[config.mk]
export PLATFORM = sky130hd
export DESIGN_NAME = mul_div_unit
export DESIGN_NICKNAME = d
export VERILOG_FILES = /design/src/rtl/mul_div_unit.sv
export SDC_FILE = /design/constraint.sdc
export NUM_CORES = 1
export LEC_CHECK = 0
export CORE_ASPECT_RATIO = 1.25
export CORE_MARGIN = 1.5
export CORE_UTILIZATION = 55
export DETAILED_ROUTE_END_ITERATION = 12
export PLACE_DENSITY = 0.81
export RECOVER_POWER = 50
export SETUP_SLACK_MARGIN = 0.3
export SLEW_MARGIN = 20
export SYNTH_ARGS = -nofsm -noshare
export SYNTH_HDL_FRONTEND = slang
export SYNTH_SLANG_ARGS = --single-unit
export TNS_END_PERCENT = 50
[constraint.sdc]
create_clock -name clk -period 10.1 [get_ports clk]
set_clock_uncertainty 0.05 [all_clocks]
set_input_delay 1.515 -clock clk [delete_from_list [all_inputs] [get_ports clk]]
set_output_delay 1.515 -clock clk [all_outputs]
set_load 0.03 [all_outputs]
[src/rtl/mul_div_unit.sv]
// mul_div_unit: multi-cycle MIPS multiply/divide unit with architectural HI/LO registers
//   clk   in  clock, rising edge
//   clrn  in  asynchronous active-high reset
//   start in  request, accepted only while busy==0
//   op    in  000 MULT, 001 MULTU, 010 DIV, 011 DIVU, 100 MTHI, 101 MTLO, 11x no-op
//   a, b  in  operands rs / rt
//   busy  out unit occupied (stall request)
//   done  out one-cycle pulse in the first cycle hi/lo hold a new MUL/DIV result
//   hi,lo out HI/LO registers
//   FAST_MUL_EN: when defined, MULT/MULTU complete in one cycle via a combinational multiplier
module mul_div_unit #(
    parameter int WIDTH = 32,
    parameter int CNT_W = 6
) (
    input  logic             clk,
    input  logic             clrn,
    input  logic             start,
    input  logic [2:0]       op,
    input  logic [WIDTH-1:0] a,
    input  logic [WIDTH-1:0] b,
    output logic             busy,
    output logic             done,
    output logic [WIDTH-1:0] hi,
    output logic [WIDTH-1:0] lo
);
    typedef enum logic [1:0] {IDLE, RUN, FIX} state_t;
    state_t state, state_n;
    logic [2*WIDTH-1:0] p, p_step, p_load, res;
    logic [WIDTH-1:0]   m, am, bm;
    logic [WIDTH:0]     add_s, rem_t, sub_s;
    logic [CNT_W-1:0]   cnt;
    logic               is_div, sa, sb, go, sgn, fast;
    assign sgn  = ~op[0];
    assign go   = start & (state == IDLE) & ~op[2];
    assign am   = (sgn & a[WIDTH-1]) ? -a : a;
    assign bm   = (sgn & b[WIDTH-1]) ? -b : b;
    assign busy = state != IDLE;
`ifdef FAST_MUL_EN
    assign fast   = ~op[1];
    assign p_load = op[1] ? {{WIDTH{1'b0}}, am} : {{WIDTH{1'b0}}, am} * {{WIDTH{1'b0}}, bm};
`else
    assign fast   = 1'b0;
    assign p_load = {{WIDTH{1'b0}}, op[1] ? am : bm};
`endif
    // Multiply keeps the multiplier in p's low half and shifts the product in from the top;
    // divide keeps the dividend in the low half and shifts quotient bits in from the bottom.
    always_comb begin
        add_s  = {1'b0, p[2*WIDTH-1:WIDTH]} + (p[0] ? {1'b0, m} : '0);
        rem_t  = p[2*WIDTH-1:WIDTH-1];
        sub_s  = rem_t - {1'b0, m};
        p_step = is_div ? (sub_s[WIDTH] ? {rem_t[WIDTH-1:0], p[WIDTH-2:0], 1'b0}
                                        : {sub_s[WIDTH-1:0], p[WIDTH-2:0], 1'b1})
                        : {add_s, p[WIDTH-1:1]};
        // A zero divisor leaves quotient all-ones uncorrected; the remainder correction
        // then restores the dividend exactly as presented.
        res    = is_div ? {sa ? -p[2*WIDTH-1:WIDTH] : p[2*WIDTH-1:WIDTH],
                           ((sa ^ sb) && m != '0) ? -p[WIDTH-1:0] : p[WIDTH-1:0]}
                        : ((sa ^ sb) ? -p : p);
    end
    always_comb begin
        state_n = state == IDLE ? (go ? (fast ? FIX : RUN) : IDLE)
                : state == RUN  ? (cnt == CNT_W'(WIDTH-1) ? FIX : RUN)
                : IDLE;
    end
    always_ff @(posedge clk or posedge clrn) begin
        if (clrn) state <= IDLE;
        else      state <= state_n;
    end
    always_ff @(posedge clk or posedge clrn) begin
        if (clrn) begin
            p      <= '0;
            m      <= '0;
            cnt    <= '0;
            is_div <= 1'b0;
            sa     <= 1'b0;
            sb     <= 1'b0;
            hi     <= '0;
            lo     <= '0;
            done   <= 1'b0;
        end else begin
            done <= state == FIX;
            if (state == IDLE) begin
                if (start && op == 3'b100) hi <= a;
                if (start && op == 3'b101) lo <= a;
                if (go) begin
                    p      <= p_load;
                    m      <= op[1] ? bm : am;
                    cnt    <= '0;
                    is_div <= op[1];
                    sa     <= sgn & a[WIDTH-1];
                    sb     <= sgn & b[WIDTH-1];
                end
            end else if (state == RUN) begin
                p   <= p_step;
                cnt <= cnt + 1'b1;
            end else begin
                {hi, lo} <= res;
            end
        end
    end
endmodule

==> results of run 1 <==
[worst max-delay path, stage by stage]
cell and delay, ns:
dlygate4sd3_1 0.55, clkinvlp_2 1.33, clkbuf_1 2.16
[how the worst max path moves through the flow]
| stage | slack (ns) | start | end |
|---|---|---|---|
| floorplan | 3.87 | clrn | cnt[0] |
| global placement | 5.44 | a[0] | m[30] |
| detailed placement | 5.38 | a[13] | m[30] |
| CTS | 5.56 | p[0] | p[60] |
| global route | 3.53 | clrn | m[2] |
| finish | 4.32 | clrn | m[8] |
[registers in the layout, summed over array words and instances, names as in the netlist]
signal / cells
m: 32
done: 1
cnt: 6
lo: 32
sa: 1
sb: 1
is_div: 1
p: 64
hi: 32
state: 2
[cell type report]
class,count,area (um2),share of cell area
Clock buffer,21,460.4,0.02747
Clock inverter,11,85.08,0.005076
Inverter,68,256.5,0.01530
Multi-Input combinational cell,1525,9737,0.5809
Sequential cell,172,4305,0.2568
Tap cell,340,425.4,0.02538
Timing Repair Buffer,157,1493,0.08905
[metrics by stage]
stage               total power (uW)  hold slack, ns  instances
finish                          6839          0.4237       2294
global route                    7291          0.4450       2294
CTS                             6756          0.4265       2294
detailed placement              6098          0.4160       2262
global placement                6001          0.4106       2262
floorplan                       4707          0.3901       1882
[layer usage]
metal	up-vias	wire, um	GRT usage
met2	903	24180	0.6141
met4	0	3672	0.2412
met5	-	0	0
li1	6898	-	-
met3	203	4822	0.07034
met1	7141	20650	0.4798
[cell usage in the layout, fill, tap and decap left out, types with 7 or more instances in the layout]
master	instances
o21bai_1	7
o31ai_1	53
nor4_1	17
o221ai_1	14
and3_1	10
o41ai_1	17
mux2i_1	54
nand3_1	33
ha_1	69
clkbuf_1	7
or3_1	11
or4_1	15
nand2b_1	11
nand2_1	174
nor2b_1	15
a31oi_1	24
clkbuf_16	17
buf_4	17
nand4_1	14
nor3_1	31
a22oi_1	17
inv_1	66
a21o_1	33
nor2_1	240
a211oi_1	16
dfrtp_1	171
o21ai_0	162
and2_1	8
xor2_1	70
a221oi_1	14
mux2_2	10
a21oi_1	168
dlygate4sd3_1	48
xnor2_1	103
clkdlybuf4s50_1	86
o21a_1	13
o211ai_1	20
[logic make-up after synthesis]
logic type / Yosys count / share of synthesized area
fa+ha+maj: 71 / 0.06137
buf+inv: 185 / 0.04820
compound gates: 603 / 0.2601
xor+xnor: 173 / 0.1029
flops: 172 / 0.2924
mux: 64 / 0.04437
simple gates: 614 / 0.1906
[power by group through the flow]
stage | sequential [uW] | clock (uW) | combinational [uW]
4_1_cts | 1510 | 635 | 4610
3_5_place_dp | 1520 | 0 | 4580
6_report | 1530 | 634 | 4670
2_1_floorplan | 1540 | 0 | 3170
3_3_place_gp | 1500 | 0 | 4500
5_1_grt | 1560 | 662 | 5070
==> flow_summary.json, run 1 <==
{
  "io_pins": 136,
  "path_class": "in2async",
  "ff2ff_setup_slack_ns": 5.19,
  "postSynthCellCount": 1882,
  "synth_most_common_cell": "nor2_1",
  "syn_avg_cell_area_um2": 7.821,
  "layout.nets": 2082,
  "ys_ff_latch": 172,
  "cts_resized": 0,
  "synth.area.top_cells": "dfrtp_1 (29%), nor2_1 (6.2%), xnor2_1 (6.1%), ha_1 (5.9%), a21oi_1 (5.7%)",
  "required_ns": 9.96,
  "cts_root_buffer": "clkbuf_16",
  "hold_buffers": 0,
  "final_core_util": 0.6403,
  "worstReg2RegStart": "state[0]",
  "hold_depth": 1,
  "yosys_warnings": 0,
  "synth_top_area_share": 0.2924,
  "syn-cell-area_mm2": 0.01472,
  "async_flop_share": 1.000,
  "wirelength_um": 53320,
  "grtUsageTotal": 0.3848,
  "setup_slack_ns": 4.322,
  "core_mm2": 0.02618,
  "hpwl_um": 40080,
  "postCtsSetupBuffers": 0,
  "ant_nets": 0,
  "hold_end": "state[1]",
  "yosysTopAreaCell": "dfrtp_1",
  "avgViaCountPerCell": 6.602,
  "violations": "capacitance limit, slew limit",
  "drive_gt1_frac": 0.04197,
  "slew_viol_final": 228,
  "relSlewSlack": -0.9597,
  "numCtsBuffers": 17,
  "port_buffers": 135,
  "max_slew.worst_pin.slew_ns": 2.940,
  "wire_per_inst_um": 23.24,
  "switchingPower_uw": 3645,
  "dr.pass1.iters": 6,
  "cellPowerDensity_mw_per_mm2": 408.0,
  "clock_latency_ns": 0.45,
  "antenna_found_initial": 0,
  "crit_path_end_kind": "async pin",
  "yosysSeqAreaShare": 0.2924,
  "synth.net_count": 2023,
  "dieHeight_um": 185.9,
  "r2r_end": "p[25]",
  "outcome": "finished with violations",
  "syn2layout_area_growth_pct": 13.88,
  "cts_tree": "yes",
  "path_clk_slew_ns": 0.07,
  "finalHoldViolations": 0,
  "reg2regPathDepth": 9,
  "synth_ff_type": "dfrtp_1",
  "nFillCells": 2243,
  "synth_cell_type_count": 76,
  "pre_cts_slack_ns": 5.382,
  "finish.instance_area_mm2": 0.01676,
  "rows": 66,
  "p_int_uw": 3194,
  "fin_crit_sh": 0.5721,
  "seqPwrFrac": 0.224,
  "start_util": 0.5623,
  "holdCritPathClass": "reg2reg",
  "crit_path_max_fanout": 54,
  "ir_worst_vdd_v": 0.0001724,
  "dieArea_mm2": 0.02776,
  "place_congestion": 1.001,
  "setup_viol": 0,
  "power_frac_clock": 0.093,
  "worst_setup_path_start_kind": "primary input",
  "synthTopCellsByCount": "nor2_1 (243), nand2_1 (174), dfrtp_1 (172), a21oi_1 (168), o21ai_0 (162)",
  "min_period_ns": 5.778,
  "grt_max_degree": 105,
  "diodes": 0,
  "cp.arrival_ns": 5.64,
  "p_leak_uw": 0.007050,
  "maxCapViolations": 5,
  "first_iter_violations": 1501,
  "clockBufferDepth": 2,
  "placed_area_mm2": 0.01626,
  "grt_pass1_vias": 14200,
  "setup-tns-final_ns": 0,
  "power_frac_comb": 0.683,
  "max_freq_mhz": 173.1,
  "dr_total_vias": 15150,
  "cts_sinks": 172,
  "hold_start": "cnt[5]",
  "grt_pass1_wl_um": 81020,
  "swShare": 0.5330,
  "synth_edf_count": 0,
  "htreeDepth": 4,
  "gr-total-overflow": 0,
  "rsz0062_at_grt": "no",
  "dieWidth_um": 149.3,
  "drc_errors": 0
}
Note: power is estimated with default switching activity, not from simulation.
==> inputs of run 2 (changes only) <==
- CORE_UTILIZATION: 55 -> 54
- PLACE_DENSITY: 0.81 -> 0.83
- clock period: 10.1 -> 4.78 ns (I/O delays scaled with it)
==> run 2 against run 1 <==
Effect of this change:
- via count grew 0.68%
- sequential power grew 110%
- worst hold slack lost 0.0024 ns
- global-route usage grew 0.30 points
- the flow still finishes with violations (capacitance limit, slew limit)
==> flow_summary.json, run 2 (synthesized netlist as in run 1, its figures left out) <==
{
  "rsz0062_at_grt": "no",
  "place_congestion": 1.031,
  "violations": "capacitance limit, slew limit",
  "nFillCells": 2363,
  "wire_per_inst_um": 23.76,
  "dieWidth_um": 150.7,
  "max_slew.worst_pin.slew_ns": 1.621,
  "hold_end": "lo[6]",
  "p_leak_uw": 0.007116,
  "setup_viol": 0,
  "clockBufferDepth": 2,
  "crit_path_end_kind": "register",
  "cts_sinks": 172,
  "hpwl_um": 41400,
  "final_common_cell": "nor2_1",
  "cp.arrival_ns": 4.40,
  "worstReg2RegStart": "state[1]",
  "relSlewSlack": -0.08087,
  "gr-total-overflow": 0,
  "cellPowerDensity_mw_per_mm2": 870.3,
  "setup-tns-final_ns": 0,
  "dr.pass1.iters": 7,
  "pre_cts_slack_ns": 0.7748,
  "slowest_delay_ns": 1.00,
  "layout.nets": 2090,
  "grtUsageTotal": 0.3878,
  "worst_setup_path_start_kind": "register",
  "drc_errors": 0,
  "hold_start": "lo[6]",
  "slew_viol_final": 155,
  "finalHoldViolations": 0,
  "maxCapViolations": 2,
  "p_total_uw": 14750,
  "htreeDepth": 4,
  "cts_resized": 0,
  "finish.instance_area_mm2": 0.01695,
  "final_cell_mix": "nor2_1 (240), nand2_1 (174), dfrtp_1 (171)",
  "path_cells": "clkbuf_1 > nor2b_1 > clkbuf_1 > nor2_2 > buf_4 > a22oi_1 > o21ai_0",
  "rows": 67,
  "regMostFlops": "p",
  "hold_buffers": 0,
  "first_iter_violations": 1680,
  "required_ns": 5.09,
  "syn2layout_area_growth_pct": 15.15,
  "port_buffers": 135,
  "crit_path_max_fanout": 19,
  "dr_total_vias": 15250,
  "start_util": 0.5487,
  "largest_register_ffs": 64,
  "core_mm2": 0.02683,
  "postCtsSetupBuffers": 0,
  "reg2regPathDepth": 7,
  "min_period_ns": 4.087,
  "holdCritPathClass": "reg2reg",
  "dieHeight_um": 187.6,
  "outcome": "finished with violations",
  "cts_root_buffer": "clkbuf_16",
  "ff2ff_setup_slack_ns": 0.69,
  "hold_depth": 2,
  "io_pins": 136,
  "grt_pass1_wl_um": 82590,
  "antenna_found_initial": 2,
  "grt_max_degree": 107,
  "r2r_end": "p[43]",
  "avgViaCountPerCell": 6.607,
  "setup_slack_ns": 0.6934,
  "wirelength_um": 54840,
  "fin_crit_sh": 0.8549,
  "grt_pass1_vias": 14220,
  "placed_area_mm2": 0.01635,
  "drive_gt1_frac": 0.04944,
  "path_class": "reg2reg",
  "numCtsBuffers": 17,
  "dieArea_mm2": 0.02826,
  "max_freq_mhz": 244.7,
  "ant_nets": 0,
  "ir_worst_vdd_v": 0.0006878,
  "cp_common_cell": "clkbuf_1",
  "slowest_stage": "nor2_2",
  "clock_latency_ns": 0.45,
  "path_clk_slew_ns": 0.07,
  "cts_tree": "yes"
}
## run 2: changes by cell type in the layout (fill, tap and decap cells not counted), sizes merged
| cell | delta |
|---|---|
| bufinv | +3 |
| diode | +1 |
| buf | +9 |
| clkinvlp | -2 |
| dlygate4sd3 | -18 |
| inv | +3 |
| clkdlybuf4s50 | +18 |
| clkbuf | -5 |
## run 2: critical path: cells and delay by family, from the launching register on
kind | cells | cell delay, ns
AOI/OAI and AO/OA | 2 | 0.28
buffers and inverters | 3 | 1.84
DFF | 1 | 0.56
and+or+nand+nor | 2 | 1.22
## run 2: worst max path at each step
stage	from	end	slack, ns	depth (start not counted)
after CTS	p[32]	p[50]	0.76	12
after global placement	p[32]	p[50]	0.89	12
after global routing	p[32]	p[50]	0.51	12
final	state[1]	p[43]	0.69	7
after detailed placement	p[32]	p[50]	0.77	12
after floorplan	p[0]	p[60]	1.41	14
## run 2: final cells by class
cell class,instances,area (um2),share of cell area
clock inverters,15,182.7,0.01078
clock buffers,17,425.4,0.02510
flip-flops and latches,172,4305,0.2540
repair buffers,165,1584,0.09346
multi-input cells,1525,9761,0.5759
well taps,345,431.7,0.02547
inverters,68,256.5,0.01513
diodes,1,2.502,0.0001476
## run 2: stage by stage
stage	util	std cells	hold slack (ns)
4_1_cts	0.6323	2307	0.4318
3_5_place_dp	0.6096	2275	0.4160
5_1_grt	0.6318	2308	0.4451
3_3_place_gp	0.6096	2275	0.4091
2_1_floorplan	-	1882	0.3901
6_report	0.6318	2308	0.4213
## run 2: metal layers
layer  part of all wire  vias to the layer above  track usage
met5            0.00024                        -            0
met4              0.077                        2       0.2621
met3              0.091                      273      0.07202
met2               0.46                      927       0.6152
met1               0.37                     7134       0.4748
li1                   -                     6912            -
## run 2: report_power, final
group | internal, uW | switching (uW)
Combinational | 3950 | 6140
Clock | 832 | 665
Sequential | 2190 | 977
